`src/rtl/hazard_unit_if.sv`:
```
// Hazard-unit bundle: pipeline-stage register/control fields in, stall/flush/forward controls out.
interface hazard_unit_if;
    logic [4:0] Rs_decode;
    logic [4:0] Rt_decode;
    logic [4:0] Rs_execute;
    logic [4:0] Rt_execute;
    logic [4:0] write_register_execute;
    logic [4:0] write_register_memory;
    logic [4:0] write_register_writeback;
    logic       register_write_execute;
    logic       register_write_memory;
    logic       register_write_writeback;
    logic       memory_to_register_execute;
    logic       memory_to_register_memory;
    logic       branch_decode;
    logic       hi_lo_read_decode;
    logic       hi_lo_start_decode;
    logic       hi_lo_start_execute;
    logic       hi_lo_divide_execute;
    logic       stall_fetch;
    logic       stall_decode;
    logic       flush_execute;
    logic [1:0] forward_A_execute;
    logic [1:0] forward_B_execute;
    logic       forward_A_decode;
    logic       forward_B_decode;
    logic       hi_lo_busy;

    // pipeline side
    modport master (
        output Rs_decode, Rt_decode, Rs_execute, Rt_execute,
               write_register_execute, write_register_memory, write_register_writeback,
               register_write_execute, register_write_memory, register_write_writeback,
               memory_to_register_execute, memory_to_register_memory, branch_decode,
               hi_lo_read_decode, hi_lo_start_decode, hi_lo_start_execute, hi_lo_divide_execute,
        input  stall_fetch, stall_decode, flush_execute, forward_A_execute, forward_B_execute,
               forward_A_decode, forward_B_decode, hi_lo_busy
    );

    // hazard unit side
    modport slave (
        input  Rs_decode, Rt_decode, Rs_execute, Rt_execute,
               write_register_execute, write_register_memory, write_register_writeback,
               register_write_execute, register_write_memory, register_write_writeback,
               memory_to_register_execute, memory_to_register_memory, branch_decode,
               hi_lo_read_decode, hi_lo_start_decode, hi_lo_start_execute, hi_lo_divide_execute,
        output stall_fetch, stall_decode, flush_execute, forward_A_execute, forward_B_execute,
               forward_A_decode, forward_B_decode, hi_lo_busy
    );
endinterface

```
`src/rtl/hazard_unit.sv`:
```
// Five-stage MIPS hazard controller: forwarding selects, load-use/branch stalls, HI/LO busy tracking.
//   state | meaning
//   IDLE  | busy_count == 0, HI/LO result valid
//   BUSY  | busy_count != 0, mult/div in flight
module hazard_unit #(
    parameter int MULT_CYCLES = 4,
    parameter int DIV_CYCLES  = 32
) (
    input  logic          clk,
    input  logic          reset,
    hazard_unit_if.slave  hz
);
    localparam logic [0:0] ST_IDLE = 1'b0;
    localparam logic [0:0] ST_BUSY = 1'b1;

    localparam logic [5:0] MULT_LOAD = 6'(MULT_CYCLES);
    localparam logic [5:0] DIV_LOAD  = 6'(DIV_CYCLES);

    logic [5:0] busy_count;
    logic [0:0] hi_lo_state;
    logic       lw_stall;
    logic       branch_stall;
    logic       hi_lo_stall;
    logic       any_stall;
    logic       ex_hits_decode;
    logic       mem_hits_decode;

    assign hi_lo_state = (busy_count != 6'd0) ? ST_BUSY : ST_IDLE;

    // A start while BUSY is ignored; the running count is left untouched.
    always_ff @(posedge clk or posedge reset) begin
        if (reset) begin
            busy_count <= 6'd0;
        end else if (hi_lo_state == ST_IDLE) begin
            if (hz.hi_lo_start_execute)
                busy_count <= hz.hi_lo_divide_execute ? DIV_LOAD : MULT_LOAD;
        end else begin
            busy_count <= busy_count - 6'd1;
        end
    end

    function automatic logic [1:0] fwd_execute(input logic [4:0] src);
        if (hz.register_write_memory && hz.write_register_memory != 5'd0 &&
            hz.write_register_memory == src)
            return 2'b10;
        else if (hz.register_write_writeback && hz.write_register_writeback != 5'd0 &&
                 hz.write_register_writeback == src)
            return 2'b01;
        else
            return 2'b00;
    endfunction

    assign hz.forward_A_execute = fwd_execute(hz.Rs_execute);
    assign hz.forward_B_execute = fwd_execute(hz.Rt_execute);

    assign hz.forward_A_decode = (hz.Rs_decode != 5'd0) && hz.register_write_memory &&
                                 (hz.write_register_memory == hz.Rs_decode);
    assign hz.forward_B_decode = (hz.Rt_decode != 5'd0) && hz.register_write_memory &&
                                 (hz.write_register_memory == hz.Rt_decode);

    assign ex_hits_decode  = (hz.write_register_execute != 5'd0) &&
                             ((hz.write_register_execute == hz.Rs_decode) ||
                              (hz.write_register_execute == hz.Rt_decode));
    assign mem_hits_decode = (hz.write_register_memory != 5'd0) &&
                             ((hz.write_register_memory == hz.Rs_decode) ||
                              (hz.write_register_memory == hz.Rt_decode));

    assign lw_stall     = hz.memory_to_register_execute && hz.register_write_execute && ex_hits_decode;
    assign branch_stall = hz.branch_decode &&
                          ((hz.register_write_execute && ex_hits_decode) ||
                           (hz.memory_to_register_memory && mem_hits_decode));

    // Start term makes a back-to-back HI/LO consumer stall in the start cycle itself.
    assign hz.hi_lo_busy = (hi_lo_state == ST_BUSY) || hz.hi_lo_start_execute;
    assign hi_lo_stall   = hz.hi_lo_busy && (hz.hi_lo_read_decode || hz.hi_lo_start_decode);

    assign any_stall        = lw_stall || branch_stall || hi_lo_stall;
    assign hz.stall_fetch   = any_stall;
    assign hz.stall_decode  = any_stall;
    assign hz.flush_execute = any_stall;
endmodule
```
`src/flat_wrapper.sv`:
```
// flat-port wrapper written by rule: the top's interface ports become plain ports
module hazard_unit_flat 
#(
    parameter int MULT_CYCLES = 4,
    parameter int DIV_CYCLES  = 32
)
  (clk, reset, hz_Rs_decode, hz_Rt_decode, hz_Rs_execute, hz_Rt_execute, hz_write_register_execute, hz_write_register_memory, hz_write_register_writeback, hz_register_write_execute, hz_register_write_memory, hz_register_write_writeback, hz_memory_to_register_execute, hz_memory_to_register_memory, hz_branch_decode, hz_hi_lo_read_decode, hz_hi_lo_start_decode, hz_hi_lo_start_execute, hz_hi_lo_divide_execute, hz_stall_fetch, hz_stall_decode, hz_flush_execute, hz_forward_A_execute, hz_forward_B_execute, hz_forward_A_decode, hz_forward_B_decode, hz_hi_lo_busy);
  hazard_unit_if hz_i ();
  input  logic clk;
  input  logic reset;
  input wire logic [$bits(hz_i.Rs_decode)-1:0] hz_Rs_decode;
  input wire logic [$bits(hz_i.Rt_decode)-1:0] hz_Rt_decode;
  input wire logic [$bits(hz_i.Rs_execute)-1:0] hz_Rs_execute;
  input wire logic [$bits(hz_i.Rt_execute)-1:0] hz_Rt_execute;
  input wire logic [$bits(hz_i.write_register_execute)-1:0] hz_write_register_execute;
  input wire logic [$bits(hz_i.write_register_memory)-1:0] hz_write_register_memory;
  input wire logic [$bits(hz_i.write_register_writeback)-1:0] hz_write_register_writeback;
  input wire logic [$bits(hz_i.register_write_execute)-1:0] hz_register_write_execute;
  input wire logic [$bits(hz_i.register_write_memory)-1:0] hz_register_write_memory;
  input wire logic [$bits(hz_i.register_write_writeback)-1:0] hz_register_write_writeback;
  input wire logic [$bits(hz_i.memory_to_register_execute)-1:0] hz_memory_to_register_execute;
  input wire logic [$bits(hz_i.memory_to_register_memory)-1:0] hz_memory_to_register_memory;
  input wire logic [$bits(hz_i.branch_decode)-1:0] hz_branch_decode;
  input wire logic [$bits(hz_i.hi_lo_read_decode)-1:0] hz_hi_lo_read_decode;
  input wire logic [$bits(hz_i.hi_lo_start_decode)-1:0] hz_hi_lo_start_decode;
  input wire logic [$bits(hz_i.hi_lo_start_execute)-1:0] hz_hi_lo_start_execute;
  input wire logic [$bits(hz_i.hi_lo_divide_execute)-1:0] hz_hi_lo_divide_execute;
  output wire logic [$bits(hz_i.stall_fetch)-1:0] hz_stall_fetch;
  output wire logic [$bits(hz_i.stall_decode)-1:0] hz_stall_decode;
  output wire logic [$bits(hz_i.flush_execute)-1:0] hz_flush_execute;
  output wire logic [$bits(hz_i.forward_A_execute)-1:0] hz_forward_A_execute;
  output wire logic [$bits(hz_i.forward_B_execute)-1:0] hz_forward_B_execute;
  output wire logic [$bits(hz_i.forward_A_decode)-1:0] hz_forward_A_decode;
  output wire logic [$bits(hz_i.forward_B_decode)-1:0] hz_forward_B_decode;
  output wire logic [$bits(hz_i.hi_lo_busy)-1:0] hz_hi_lo_busy;
  assign hz_i.Rs_decode = hz_Rs_decode;
  assign hz_i.Rt_decode = hz_Rt_decode;
  assign hz_i.Rs_execute = hz_Rs_execute;
  assign hz_i.Rt_execute = hz_Rt_execute;
  assign hz_i.write_register_execute = hz_write_register_execute;
  assign hz_i.write_register_memory = hz_write_register_memory;
  assign hz_i.write_register_writeback = hz_write_register_writeback;
  assign hz_i.register_write_execute = hz_register_write_execute;
  assign hz_i.register_write_memory = hz_register_write_memory;
  assign hz_i.register_write_writeback = hz_register_write_writeback;
  assign hz_i.memory_to_register_execute = hz_memory_to_register_execute;
  assign hz_i.memory_to_register_memory = hz_memory_to_register_memory;
  assign hz_i.branch_decode = hz_branch_decode;
  assign hz_i.hi_lo_read_decode = hz_hi_lo_read_decode;
  assign hz_i.hi_lo_start_decode = hz_hi_lo_start_decode;
  assign hz_i.hi_lo_start_execute = hz_hi_lo_start_execute;
  assign hz_i.hi_lo_divide_execute = hz_hi_lo_divide_execute;
  assign hz_stall_fetch = hz_i.stall_fetch;
  assign hz_stall_decode = hz_i.stall_decode;
  assign hz_flush_execute = hz_i.flush_execute;
  assign hz_forward_A_execute = hz_i.forward_A_execute;
  assign hz_forward_B_execute = hz_i.forward_B_execute;
  assign hz_forward_A_decode = hz_i.forward_A_decode;
  assign hz_forward_B_decode = hz_i.forward_B_decode;
  assign hz_hi_lo_busy = hz_i.hi_lo_busy;
  hazard_unit #(.MULT_CYCLES(MULT_CYCLES), .DIV_CYCLES(DIV_CYCLES)) u_core (.clk(clk), .reset(reset), .hz(hz_i));
endmodule
```
`config.mk`:
```
export PLATFORM = sky130hd
export DESIGN_NAME = hazard_unit_flat
export DESIGN_NICKNAME = d
export VERILOG_FILES = /design/src/rtl/hazard_unit_if.sv /design/src/rtl/hazard_unit.sv /design/src/flat_wrapper.sv
export SDC_FILE = /design/constraint.sdc
export NUM_CORES = 1
export LEC_CHECK = 0
export CORE_MARGIN = 2
export CORE_UTILIZATION = 41
export CTS_BUF_LIST = sky130_fd_sc_hd__clkbuf_2
export CTS_CLUSTER_DIAMETER = 120
export DETAILED_ROUTE_END_ITERATION = 10
export PLACE_DENSITY_LB_ADDON = 0.2
export SLEW_MARGIN = 20
export SYNTH_ARGS = -nofsm -noshare
export SYNTH_HDL_FRONTEND = slang
export SYNTH_SLANG_ARGS = --single-unit
```
`constraint.sdc`:
```
create_clock -name clk -period 3.38 [get_ports clk]
set_clock_uncertainty 0.2 [all_clocks]
set_input_delay 0.507 -clock clk [delete_from_list [all_inputs] [get_ports clk]]
set_output_delay 0.507 -clock clk [all_outputs]
set_load 0.02 [all_outputs]
```
==> results.py <==
metrics = {
    "global_routing": {
        "grt_usage": 0.223,
        "grt.overflow.total": 0,
        "grt_busiest_layer": "met2",
        "grt_pass1_vias": 1069,
        "grt_util_met1": 0.254,
        "antenna_found_initial": 0,
        "grt_use_met3": 0.0175,
        "use_met2": 0.446,
        "grt_pass1_wl_um": 4530,
        "grt_max_degree": 11,
    },
    "cts": {
        "clkLatencyLatePin_ns": 0.21,
        "cts_buffers": 3,
        "postCtsHoldBufs": 0,
        "cts_max_level": 1,
        "cts_sinks": 6,
        "clk_path_buf_depth": 2,
        "root_buffer": "clkbuf_2",
        "clk_pin_slew_ns": 0.06,
        "cts_tree": "yes",
    },
    "die": {
        "fp.dieArea_um2": 2610,
        "io_pins": 57,
        "num_rows": 17,
        "die_w_um": 51.1,
        "die_h_um": 51.1,
        "core_area_um2": 2150,
        "initial_core_util": 0.423,
    },
    "drt": {
        "detail_route.vias_per_cell": 5.03,
        "ant_nets": 0,
        "drt_iter0_drc": 10,
        "drc": 0,
        "wl_per_cell_um": 13.5,
        "dr_total_vias": 996,
        "drt-total-wl_um": 2670,
        "dr.pass1.iters": 5,
    },
    "sta": {
        "max_clock_freq_mhz": 312,
        "finalSetupViolations": 0,
        "setup_tns_ns": 0,
        "min_period_ns": 3.21,
        "hold_viol": 0,
        "rsz0062_at_grt": "no",
        "final_min_period_over_clock_period": 0.949,
        "relSlewSlack": 0.802,
        "worst_slew_pin_slew_ns": 0.297,
        "slew_viol_final": 0,
    },
    "finish": {
        "regMostFlops": "u_core.busy_count",
        "final-seq-area_um2": 150,
        "layout.nets": 221,
        "fillers": 154,
        "final_cells": 198,
        "final_common_cell": "clkdlybuf4s50_1",
        "drive_above_1_share": 0.0882,
        "area_delta_synth_final_pct": 71.7,
        "antenna_cells": 0,
        "multi_input_area_um2": 709,
        "largest_registers": "u_core.busy_count x6",
        "largest_register_ffs": 6,
        "final_cell_mix": "clkdlybuf4s50_1, xor2_1, xnor2_1, buf_4",
    },
    "synthesis": {
        "synth-seq-cells": 6,
        "syn-instance-count": 110,
        "synth-async-reset-ratio": 1.00,
        "synth_top_area_frac": 0.241,
        "ys_seq_area_frac": 0.165,
        "syn_nets": 159,
        "synth_edf_count": 0,
        "synth-main-ff-cell": "dfrtp_1",
        "avgSynthCellArea_um2": 8.27,
        "synth_top_area_cell": "xor2_1",
        "syn_area_um2": 910,
        "ys_warn_count": 0,
        "synthTopCellsByArea": "xor2_1, xnor2_1, dfrtp_1",
        "synth_cell_types": 26,
    },
    "power": {
        "peakVddDrop_v": 0.000243,
        "power_frac_clock": 0.103,
        "power_switching_uw": 181,
        "p_seq_frac": 0.307,
        "comb_power_share": 0.590,
        "sw_frac_of_total": 0.388,
        "cellLeakagePower_nw": 0.636,
        "cellPowerDensity_nw_per_um2": 298,
        "p_int_uw": 285,
    },
    "flow_run": {
        "max_cap_viol_count": 0,
    },
    "placed_design": {
        "dp_hpwl_um": 2390,
        "port_buffers": 56,
        "dp.cells": 195,
        "gp_congestion": 0.760,
    },
    "critical_path": {
        "start_kind": "input pin",
        "critPathRequiredTime_ns": 2.67,
        "crit_fanout": 4,
        "criticalPathCategory": "in -> out",
        "worstPathArrival_ns": 2.50,
        "end_kind": "output pin",
    },
    "min_path": {
        "hp-class": "in -> async",
    },
    "outcome": {
        "outcome": "complete, no violations",
    },
}
-- critical path, stage by stage --
cell             delay, ns
clkdlybuf4s50_1       0.57
buf_4                 0.16
xnor2_1               0.11
nand3_1               0.11
nor4_2                0.29
buf_4                 0.17
clkdlybuf4s50_1       0.60
-- power groups by stage --
stage	sequential (mW)	combinational, mW	clock [mW]
after floorplan	0.138	0.166	0
after global placement	0.142	0.263	0
after detailed placement	0.144	0.275	0
after CTS	0.143	0.278	0.0492
after global routing	0.149	0.307	0.0510
final	0.143	0.275	0.0478
-- layer usage --
metal | part of all wire | wire length [um]
met1 | 0.39 | 1050
met2 | 0.56 | 1490
met3 | 0.049 | 130
met4 | 0 | 0
met5 | 0 | 0
-- area by class of cell --
type / instances / share of cell area
clock buffers: 3 / 0.00962
multi-input cells: 93 / 0.454
well taps: 28 / 0.0224
flip-flops and latches: 6 / 0.0962
repair buffers: 65 / 0.410
inverters: 3 / 0.00721
-- what timing repair did --
action | CTS | global route
setup endpoints to repair | 0 | 6
gates resized for setup | 0 | 6
buffers inserted | 0 | 0
-- synth_stat cells, drive strengths merged (3+ instances only) --
cell / number
nand2: 3
dfrtp: 6
or4: 4
nand3: 7
nor2: 4
inv: 3
xor2: 25
nor3: 7
o21ai: 5
nor4: 4
buf: 8
xnor2: 19
-- logic make-up after synthesis --
family | count (synthesis) | share of synthesized area
xor+xnor | 44 | 0.424
simple gates | 35 | 0.227
compound gates | 11 | 0.0839
buf+inv | 11 | 0.0619
flops | 6 | 0.165
fa+ha+maj | 2 | 0.0275
mux | 1 | 0.0110
-- worst paths after layout --
kind	start	endpoint	slack (ns)	depth (start not counted)
max in group asynchronous	reset	u_core.busy_count[3]	2.48	2
setup reg to reg	u_core.busy_count[2]	u_core.busy_count[0]	1.81	4
hold / removal	reset	u_core.busy_count[0]	0.30	2
min in group clk	u_core.busy_count[0]	u_core.busy_count[0]	0.30	1
hold reg to reg	u_core.busy_count[0]	u_core.busy_count[0]	0.30	1
setup / recovery	hz_write_register_memory[1]	hz_forward_B_execute[1]	0.17	7
-- metrics by stage --
step	instance area, um^2	utilization	hold slack (ns)	total power [mW]	worst slack (ns)
floorplan	910	-	0.0980	0.304	0.728
global placement	1530	0.711	0.292	0.405	0.0843
detailed placement	1530	0.711	0.294	0.419	0.0688
CTS	1540	0.718	0.303	0.470	0.0696
global route	1560	0.727	0.314	0.507	0.0267
finish	1560	0.727	0.302	0.466	0.171
Note: power is estimated with default switching activity, not from simulation.
